## src/rtl/grid_game_core.sv

```systemverilog
// Turn-based SIZE x SIZE grid game: move arbitration, line-scan win check,
// draw detection and a BCD per-move countdown that forfeits the turn on expiry.
module grid_game_core #(
    parameter int SIZE       = 3,
    parameter int WIN_LEN    = 3,
    parameter int TIME_LIMIT = 30,
    parameter int TICK_DIV   = 100
) (
    input  logic       clock,
    input  logic       reset,
    input  logic       restart,
    input  logic       move_valid,
    input  logic [2:0] move_row,
    input  logic [2:0] move_col,
    input  logic [2:0] rd_row,
    input  logic [2:0] rd_col,
    output logic [1:0] rd_cell,
    output logic       turn,
    output logic [1:0] game_end,
    output logic [3:0] time_left_ten,
    output logic [3:0] time_left_one,
    output logic       move_accept,
    output logic       move_reject,
    output logic       busy
);

    localparam int CNT_W = $clog2(SIZE * SIZE + 1);
    localparam int PS_W  = (TICK_DIV > 1) ? $clog2(TICK_DIV) : 1;

    localparam logic [3:0]       TL_TEN   = 4'(TIME_LIMIT / 10);
    localparam logic [3:0]       TL_ONE   = 4'(TIME_LIMIT % 10);
    localparam logic [3:0]       STEP_MAX = 4'(WIN_LEN - 1);
    localparam logic [3:0]       SIZE_L   = 4'(SIZE);
    localparam logic [CNT_W-1:0] CELLS    = CNT_W'(SIZE * SIZE);
    localparam logic [PS_W-1:0]  PS_MAX   = PS_W'(TICK_DIV - 1);

    typedef enum logic [1:0] {
        PLAY  = 2'd0,
        CHECK = 2'd1,
        DONE  = 2'd2
    } state_t;

    state_t            state_q, state_d;
    logic [1:0]        board_q [0:7][0:7];
    logic [1:0]        board_d [0:7][0:7];
    logic              turn_q, turn_d;
    logic [1:0]        game_end_q, game_end_d;
    logic [3:0]        ten_q, ten_d;
    logic [3:0]        one_q, one_d;
    logic [PS_W-1:0]   presc_q, presc_d;
    logic [CNT_W-1:0]  cnt_q, cnt_d;
    logic              acc_q, acc_d;
    logic              rej_q, rej_d;
    logic              busy_q, busy_d;
    logic [2:0]        pr_q, pr_d, pc_q, pc_d;
    logic [2:0]        cr_q, cr_d, cc_q, cc_d;
    logic [1:0]        dir_q, dir_d;
    logic              sense_q, sense_d;
    logic [3:0]        step_q, step_d;
    logic [3:0]        run_q, run_d;

    logic [1:0]        mark_s;
    logic              move_ok_s;
    logic              accept_s;
    logic signed [4:0] base_r_s, base_c_s;
    logic signed [4:0] nr_s, nc_s;
    logic              in_range_s;
    logic              own_s;
    logic              win_s;
    logic              sense_end_s;

    assign mark_s    = turn_q ? 2'b10 : 2'b01;
    assign move_ok_s = ({1'b0, move_row} < SIZE_L) && ({1'b0, move_col} < SIZE_L)
                       && (board_q[move_row][move_col] == 2'b00);
    assign accept_s  = (state_q == PLAY) && move_valid && move_ok_s;

    assign rd_cell = (({1'b0, rd_row} < SIZE_L) && ({1'b0, rd_col} < SIZE_L))
                     ? board_q[rd_row][rd_col] : 2'b00;

    assign turn          = turn_q;
    assign game_end      = game_end_q;
    assign time_left_ten = ten_q;
    assign time_left_one = one_q;
    assign move_accept   = acc_q;
    assign move_reject   = rej_q;
    assign busy          = busy_q;

    // Scan step vector for the current direction; sense 1 walks the opposite way.
    always_comb begin
        base_r_s = 5'sd0;
        base_c_s = 5'sd0;
        case (dir_q)
            2'd0: begin base_r_s = 5'sd0; base_c_s = 5'sd1;  end
            2'd1: begin base_r_s = 5'sd1; base_c_s = 5'sd0;  end
            2'd2: begin base_r_s = 5'sd1; base_c_s = 5'sd1;  end
            2'd3: begin base_r_s = 5'sd1; base_c_s = -5'sd1; end
            default: begin base_r_s = 5'sd0; base_c_s = 5'sd0; end
        endcase
        nr_s = sense_q ? ($signed({2'b00, cr_q}) - base_r_s) : ($signed({2'b00, cr_q}) + base_r_s);
        nc_s = sense_q ? ($signed({2'b00, cc_q}) - base_c_s) : ($signed({2'b00, cc_q}) + base_c_s);
        in_range_s = (nr_s >= 5'sd0) && (nr_s < $signed({1'b0, SIZE_L}))
                     && (nc_s >= 5'sd0) && (nc_s < $signed({1'b0, SIZE_L}));
        own_s = in_range_s && (board_q[nr_s[2:0]][nc_s[2:0]] == mark_s);
    end

    // A sense ends on a foreign/out-of-board cell or after WIN_LEN-1 steps.
    always_comb begin
        win_s       = 1'b0;
        sense_end_s = 1'b0;
        if (own_s) begin
            win_s       = (run_q + 4'd1) >= STEP_MAX;
            sense_end_s = (step_q + 4'd1) >= STEP_MAX;
        end else begin
            sense_end_s = 1'b1;
        end
    end

    // Next-state logic for the game FSM, board, timer and scan pointers.
    always_comb begin
        state_d    = state_q;
        board_d    = board_q;
        turn_d     = turn_q;
        game_end_d = game_end_q;
        ten_d      = ten_q;
        one_d      = one_q;
        presc_d    = presc_q;
        cnt_d      = cnt_q;
        pr_d       = pr_q;
        pc_d       = pc_q;
        cr_d       = cr_q;
        cc_d       = cc_q;
        dir_d      = dir_q;
        sense_d    = sense_q;
        step_d     = step_q;
        run_d      = run_q;
        acc_d      = 1'b0;
        rej_d      = 1'b0;

        if (restart) begin
            for (int r = 0; r < 8; r++) begin
                for (int c = 0; c < 8; c++) begin
                    board_d[r][c] = 2'b00;
                end
            end
            state_d    = PLAY;
            turn_d     = 1'b0;
            game_end_d = 2'b00;
            ten_d      = TL_TEN;
            one_d      = TL_ONE;
            presc_d    = {PS_W{1'b0}};
            cnt_d      = {CNT_W{1'b0}};
            dir_d      = 2'd0;
            sense_d    = 1'b0;
            step_d     = 4'd0;
            run_d      = 4'd0;
        end else begin
            rej_d = move_valid && !accept_s;
            case (state_q)
                PLAY: begin
                    if (accept_s) begin
                        board_d[move_row][move_col] = mark_s;
                        cnt_d   = (cnt_q == CELLS) ? cnt_q : (cnt_q + CNT_W'(1'b1));
                        acc_d   = 1'b1;
                        pr_d    = move_row;
                        pc_d    = move_col;
                        cr_d    = move_row;
                        cc_d    = move_col;
                        dir_d   = 2'd0;
                        sense_d = 1'b0;
                        step_d  = 4'd0;
                        run_d   = 4'd0;
                        state_d = CHECK;
                    end else if (presc_q == PS_MAX) begin
                        presc_d = {PS_W{1'b0}};
                        // Expiry never shows 00: the turn passes and the clock reloads at once.
                        if ((ten_q == 4'd0) && (one_q == 4'd1)) begin
                            turn_d = ~turn_q;
                            ten_d  = TL_TEN;
                            one_d  = TL_ONE;
                        end else if (one_q == 4'd0) begin
                            one_d = 4'd9;
                            ten_d = ten_q - 4'd1;
                        end else begin
                            one_d = one_q - 4'd1;
                        end
                    end else begin
                        presc_d = presc_q + PS_W'(1'b1);
                    end
                end
                CHECK: begin
                    if (win_s) begin
                        game_end_d = turn_q ? 2'b10 : 2'b01;
                        state_d    = DONE;
                    end else if (sense_end_s) begin
                        cr_d   = pr_q;
                        cc_d   = pc_q;
                        step_d = 4'd0;
                        if (!sense_q) begin
                            sense_d = 1'b1;
                            run_d   = run_q + {3'b000, own_s};
                        end else if (dir_q == 2'd3) begin
                            if (cnt_q == CELLS) begin
                                game_end_d = 2'b11;
                                state_d    = DONE;
                            end else begin
                                turn_d  = ~turn_q;
                                ten_d   = TL_TEN;
                                one_d   = TL_ONE;
                                presc_d = {PS_W{1'b0}};
                                state_d = PLAY;
                            end
                        end else begin
                            dir_d   = dir_q + 2'd1;
                            sense_d = 1'b0;
                            run_d   = 4'd0;
                        end
                    end else begin
                        run_d  = run_q + 4'd1;
                        step_d = step_q + 4'd1;
                        cr_d   = nr_s[2:0];
                        cc_d   = nc_s[2:0];
                    end
                end
                DONE: begin
                    state_d = DONE;
                end
                default: begin
                    state_d = PLAY;
                end
            endcase
        end
        busy_d = (state_d == CHECK);
    end

    // State register with asynchronous reset to an empty board and full clock.
    always_ff @(posedge clock or posedge reset) begin
        if (reset) begin
            for (int r = 0; r < 8; r++) begin
                for (int c = 0; c < 8; c++) begin
                    board_q[r][c] <= 2'b00;
                end
            end
            state_q    <= PLAY;
            turn_q     <= 1'b0;
            game_end_q <= 2'b00;
            ten_q      <= TL_TEN;
            one_q      <= TL_ONE;
            presc_q    <= {PS_W{1'b0}};
            cnt_q      <= {CNT_W{1'b0}};
            acc_q      <= 1'b0;
            rej_q      <= 1'b0;
            busy_q     <= 1'b0;
            pr_q       <= 3'd0;
            pc_q       <= 3'd0;
            cr_q       <= 3'd0;
            cc_q       <= 3'd0;
            dir_q      <= 2'd0;
            sense_q    <= 1'b0;
            step_q     <= 4'd0;
            run_q      <= 4'd0;
        end else begin
            board_q    <= board_d;
            state_q    <= state_d;
            turn_q     <= turn_d;
            game_end_q <= game_end_d;
            ten_q      <= ten_d;
            one_q      <= one_d;
            presc_q    <= presc_d;
            cnt_q      <= cnt_d;
            acc_q      <= acc_d;
            rej_q      <= rej_d;
            busy_q     <= busy_d;
            pr_q       <= pr_d;
            pc_q       <= pc_d;
            cr_q       <= cr_d;
            cc_q       <= cc_d;
            dir_q      <= dir_d;
            sense_q    <= sense_d;
            step_q     <= step_d;
            run_q      <= run_d;
        end
    end

endmodule

```

## config.mk

```make
export PLATFORM = sky130hd
export DESIGN_NAME = grid_game_core
export DESIGN_NICKNAME = d
export VERILOG_FILES = /design/src/rtl/grid_game_core.sv
export SDC_FILE = /design/constraint.sdc
export NUM_CORES = 1
export LEC_CHECK = 0
export ABC_AREA = 1
export CORE_ASPECT_RATIO = 1.25
export CORE_MARGIN = 3
export CORE_UTILIZATION = 40
export CTS_CLUSTER_SIZE = 14
export DETAILED_ROUTE_END_ITERATION = 16
export HOLD_SLACK_MARGIN = 0.05
export PLACE_DENSITY = 0.64
export SKIP_CTS_REPAIR_TIMING = 1
export SYNTH_ARGS = -nofsm -noshare
export SYNTH_HDL_FRONTEND = slang
export SYNTH_SLANG_ARGS = --single-unit
```

## constraint.sdc

```tcl
create_clock -name clock -period 8.3 [get_ports clock]
set_clock_uncertainty 0.2 [all_clocks]
set_input_delay 1.245 -clock clock [delete_from_list [all_inputs] [get_ports clock]]
set_output_delay 1.245 -clock clock [all_outputs]
set_load 0.05 [all_outputs]
```

==> results.ini, run 1 <==
[synth]
ys_seq_area_frac = 0.4469
syn_avg_cell_area_um2 = 7.366
ys.flop_type = dfrtp_1
ys_seq_elements = 178
synth_edf_count = 0
netlist_instances = 1354
synth.cells.most_frequent = 275 x nand2_1, 211 x nor2_1, 194 x inv_1
synth.largest_area_cell = dfrtp_1
syn-num-nets = 1396
yosysTopAreaCellShare = 0.4416
synthArstFlopShare = 1.000
yosysUniqueCellTypes = 49
yosys-top-cells-area = dfrtp_1 44%, nand2_1 10%, nand3_1 8.6%
ys_warn_count = 0
synth.cell_area_um2 = 9973
yosysMostFrequentCell = nand2_1

[setup_path]
cp.required_ps = 6860
path_class = input pin to output pin
r2r.worst_path.cells = 23
crit_arrival_ps = 4500
worst-r2r-setup-slack_ps = 3510
r2r_start = dir_q[0]$_DFFE_PP0P_
cp-start-kind = input pin
crit_fanout = 19
crit_path_end_kind = output pin
crit_path_start = rd_row[1]

[sta]
min_period_over_period = 0.7159
tightest_slew_ps = 1037
rsz0062_at_grt = false
slew_violations = 0
final-setup-viol-count = 0
setup_slack_ps = 2358
max_freq_mhz = 168.3
fin_crit_ps = 5942
slew_headroom = 0.3058
hold_viol_final = 0
final.setup.tns_ps = 0

[layout]
post_route_cells_drive_above_1_share = 0.04828
antennaDiodeCount = 0
final_area_um2 = 10990
instances_no_fill = 1697
nets = 1396
n_fill_cell = 2521
syn_to_final_growth_pct = 10.16

[placement]
io_buffers = 31
pre_cts_ws_ps = 2381
place.gp.congestion = 0.9390
placedInstanceArea_um2 = 10450
hpwl_um = 17760
dp.cells = 1665

[grt]
grtUsageTotal = 0.2028
antenna_found_initial = 0
grt_first_pass_wirelength_um = 44240
grt_overflow_total = 0
grt_max_degree = 114
grt_pass1_vias = 8615

[pwr]
cellLeakagePower_nw = 4.998
power.density_nw_per_um2 = 234.2
power_w = 0.002573
irDropWorstVdd_mv = 0.1729

[die]
die_x_um = 147.2
start_util = 0.4070
die-area_um2 = 26880
die_h_um = 182.5
io_pins = 32
core_um2 = 24500
rows = 64

[run_status]
status = finished, final reports clean

[cts]
clock_latency_ps = 440
cts.clk_slew.worst_paths_ps = 70
cts_inserted_buffers = 17
cts_tree = yes
cts_htree_levels = 4
cts_max_path_buffers = 2
root_buffer = clkbuf_16
clock_sinks = 178

[run]
maxCapViolations = 0

[routing]
finalWirelength_um = 26420
viasPerCell = 5.181
drtAntennaViolNets = 0
drc = 0
drt_iter0_markers = 785
wire_per_inst_um = 15.57
firstDrtPassIters = 5
vias = 8792

[worst_hold_path]
hold_path_depth = 1
min_from = cnt_q[3]$_DFFE_PP0P_
hold_class = register to register

kinds of logic (layout without fill, tap and decap cells):
kind of cell / Yosys count / after routing / share of synthesized area
xor+xnor: 11 / 11 / 0.009660
fa+ha+maj: 26 / 26 / 0.03412
simple gates: 687 / 687 / 0.2914
flops: 178 / 178 / 0.4469
compound gates: 190 / 190 / 0.1100
buf+inv: 262 / 275 / 0.1079
routing by layer:
metal  GRT usage  part of all wire  up-vias
met5           0                 0        -
met4     0.08989             0.039        0
met3     0.03626             0.053       81
met2      0.3352              0.47      264
met1      0.2610              0.43     4140
li1            -                 -     4307
where the power goes:
part / switching, W / leakage, nW / internal [W]
clock: 0.000369 / 0.260 / 0.000388
combinational: 0.000607 / 2.30 / 0.000250
sequential: 0.0000474 / 2.44 / 0.000912
total: 0.00102 / 5.00 / 0.00155
worst max-delay path, cell delays in order:
cell and delay [ps]:
clkdlybuf4s50_1 900, clkinv_1 610, a21oi_1 270, a221oi_1 100, o32ai_1 320, a21oi_1 130, nor2_1 110, clkdlybuf4s50_1 810
layout by cell type, fill, tap and decap left out, types with 3 or more instances in the layout:
master	Yosys	layout
dfrtp_1	176	176
a31oi_1	8	8
inv_1	194	193
o2111ai_1	8	8
clkinv_1	3	3
o21ai_1	11	11
o22ai_1	3	3
o221ai_1	7	7
clkdlybuf4s50_1	0	30
nand3_1	171	171
a21oi_1	74	74
inv_2	8	8
nand4_1	4	4
a221oi_1	4	4
inv_6	0	3
buf_4	8	8
nand2_1	275	275
nor3_1	7	7
clkinv_4	0	6
clkbuf_16	0	17
nor2_1	211	211
xor2_1	7	7
a211oi_1	3	3
ha_1	24	23
xnor2_1	4	4
o21ai_0	61	61
flip-flops by register name (all words and copies together), names as in the netlist, 4 cells and up:
name and cells:
run_q 4, time_left_ten 4, board_q 128, cnt_q 4, step_q 4, time_left_one 4
presc_q 7
per-stage QoR:
stage,hold WS [ps],utilization
after floorplan,233.3,-
after global placement,261.3,0.4264
after detailed placement,273.4,0.4264
after CTS,283.5,0.4484
after global routing,304.8,0.4484
final,283.4,0.4484
worst paths after layout:
path,end
max reg2reg,run_q[2]$_DFFE_PP0P_
min reg2reg,cnt_q[3]$_DFFE_PP0P_
min,cnt_q[3]$_DFFE_PP0P_
min in group asynchronous,board_q[10]$_DFFE_PP0P_
max in group asynchronous,dir_q[0]$_DFFE_PP0P_
max,rd_cell[1]
area by class of cell:
class,instances,area [um^2],share of cell area
well taps,330,412.9,0.03758
flip-flops and latches,178,4457,0.4056
inverters,205,774.5,0.07049
repair buffers,38,360.3,0.03280
clock inverters,13,106.4,0.009680
clock buffers,19,432.9,0.03940
multi-input cells,914,4443,0.4044
No activity file was read; power rests on OpenSTA's default activity.
==> run 2: changes to the inputs <==
Settings changed: PLACE_DENSITY 0.64 to 0.66.
Clock period 8.3 ns to 5.2 ns, I/O delays scaled along.
==> run 2 against run 1 <==
  * Core utilization rose by 0.52 points
  * Power rose by 64%
  * Count of clock-buffer cells in the layout fell by 1
  * Sequential power rose by 60%
  * Worst setup slack got worse by 1700 ps
  * Register-to-register slack got worse by 2900 ps
  * Sequential share of layout area fell by 0.46 points
  * Critical path depth rose by 15
  * Hold slack improved by 4.3 ps
  * Design area rose by 1.2%
  * Clock power rose by 74%
==> results.ini, run 2 (same netlist as run 1, synthesis figures left out) <==
[setup_path]
worstPathCellList = inv_1 > ha_1 > nor2_1 > inv_1 > fa_1 > nand2_1 > nand2_2 > inv_2 > nand3_1 > nand3_1 > nand2_1 > nand2_1 > nand3_1 > nand2_1 > nand2_1 > a21oi_1 > ha_1 > ha_1 > xor2_1 > nand2_1 > a21oi_1 > nand2_1 > nand2_1
r2r_start = dir_q[0]$_DFFE_PP0P_
crit_family = simple AND/OR/NAND/NOR gates
crit_fanout = 18
cpMaxStageDelayCell = inv_2
path_class = register to register
worst-r2r-setup-slack_ps = 660
cp-start-kind = register
cp.required_ps = 5380
max_stage_delay_ps = 500
crit_arrival_ps = 4720
r2r-end = run_q[2]$_DFFE_PP0P_
r2r.worst_path.cells = 23
crit_path_end_kind = register
crit_buf_inv = 3
cp_common_cell = nand2_1

[routing]
drt_iter0_markers = 831
vias = 8780
viasPerCell = 5.165
drc = 0
drtAntennaViolNets = 0
firstDrtPassIters = 7
wire_per_inst_um = 15.17
finalWirelength_um = 25790

[worst_hold_path]
min_to = board_q[80]$_DFFE_PP0P_
hold_class = register to register
min_from = board_q[80]$_DFFE_PP0P_
hold_path_depth = 2

[layout]
top_regs = board_q: 128 flops, presc_q: 7 flops
post_route_cells_drive_above_1_share = 0.05328
most-common-layout-cells = 275 x nand2_1, 211 x nor2_1, 193 x inv_1, 176 x dfrtp_1, 171 x nand3_1
final_common_cell = nand2_1
regMostFlops = board_q
instances_no_fill = 1700
syn_to_final_growth_pct = 11.43
final_area_um2 = 11110
nets = 1399
largest_reg_flops = 128
antennaDiodeCount = 0

[pwr]
switchingPower_w = 0.001659
power_frac_seq = 0.363
combPwrFrac = 0.325
irDropWorstVdd_mv = 0.3355
power_frac_clock = 0.312
power.density_nw_per_um2 = 380.1
p_int_w = 0.002565
cellLeakagePower_nw = 5.061
p_sw_frac = 0.3927

[cts]
clock_sinks = 178
clock_latency_ps = 450
cts_tree = yes
cts.clk_slew.worst_paths_ps = 70
cts_htree_levels = 4
root_buffer = clkbuf_16
cts_inserted_buffers = 17
cts_max_path_buffers = 2

[grt]
antenna_found_initial = 0
grt_first_pass_wirelength_um = 43190
grt_max_degree = 179
grt_overflow_total = 0
grtUsageTotal = 0.1965
grt_pass1_vias = 8517

[sta]
rsz0062_at_grt = false
final.setup.tns_ps = 0
slew_violations = 0
slew_headroom = 0.3006
hold_viol_final = 0
min_period_over_period = 0.8731
max_freq_mhz = 220.3
holdWs_ps = 287.7
tightest_slew_ps = 1049
final-setup-viol-count = 0
fin_crit_ps = 4540
setup_slack_ps = 659.9

[placement]
dp.cells = 1668
hpwl_um = 17150
io_buffers = 31
pre_cts_ws_ps = 740.3
place.gp.congestion = 0.9002
placedInstanceArea_um2 = 10510

[die]
core_um2 = 24500
io_pins = 32
die-area_um2 = 26880
die_x_um = 147.2
start_util = 0.4070
die_h_um = 182.5
rows = 64

[run_status]
status = finished, final reports clean

[run]
maxCapViolations = 0

-- run 2: power groups by stage --
stage / Combinational (W) / Sequential, W / Clock (W)
after floorplan: 0.000936 / 0.00164 / 0
after global placement: 0.00136 / 0.00156 / 0
after detailed placement: 0.00137 / 0.00156 / 0
after CTS: 0.00138 / 0.00153 / 0.00134
after global routing: 0.00152 / 0.00154 / 0.00140
final: 0.00137 / 0.00153 / 0.00132
-- run 2: how the worst max path moves through the flow --
stage	from	to	slack (ps)	cells past startpoint
after floorplan	rd_row[1]	rd_cell[0]	1410	8
after global placement	dir_q[0]$_DFFE_PP0P_	run_q[2]$_DFFE_PP0P_	840	23
after detailed placement	dir_q[0]$_DFFE_PP0P_	run_q[2]$_DFFE_PP0P_	740	23
after CTS	dir_q[0]$_DFFE_PP0P_	run_q[2]$_DFFE_PP0P_	700	23
after global routing	dir_q[0]$_DFFE_PP0P_	run_q[2]$_DFFE_PP0P_	340	23
final	dir_q[0]$_DFFE_PP0P_	run_q[2]$_DFFE_PP0P_	660	23
-- run 2: worst min-delay path: stages, from the launching register on --
cell,delay [ps]
dfrtp_1,350
inv_1,40
nor2_1,70
-- run 2: final cells by class --
type | count | area, um^2
clock inverters | 14 | 160.2
repair buffers | 41 | 427.9
clock buffers | 18 | 439.2
flip-flops and latches | 178 | 4457
multi-input cells | 914 | 4443
fillers | 2516 | 13390
inverters | 205 | 773.2
well taps | 330 | 412.9
-- run 2: stage by stage --
stage / util / power (W)
2_1_floorplan: - / 0.002580
3_3_place_gp: 0.4291 / 0.002914
3_5_place_dp: 0.4291 / 0.002926
4_1_cts: 0.4535 / 0.004249
5_1_grt: 0.4535 / 0.004470
6_report: 0.4535 / 0.004224
-- run 2: routing by layer --
| layer | routed length (um) | global-route usage | up-vias |
|---|---|---|---|
| li1 | - | - | 4321 |
| met5 | 0 | 0 | - |
| met2 | 12330 | 0.3214 | 264 |
| met4 | 750 | 0.07721 | 0 |
| met3 | 1341 | 0.03229 | 61 |
| met1 | 11370 | 0.2620 | 4134 |
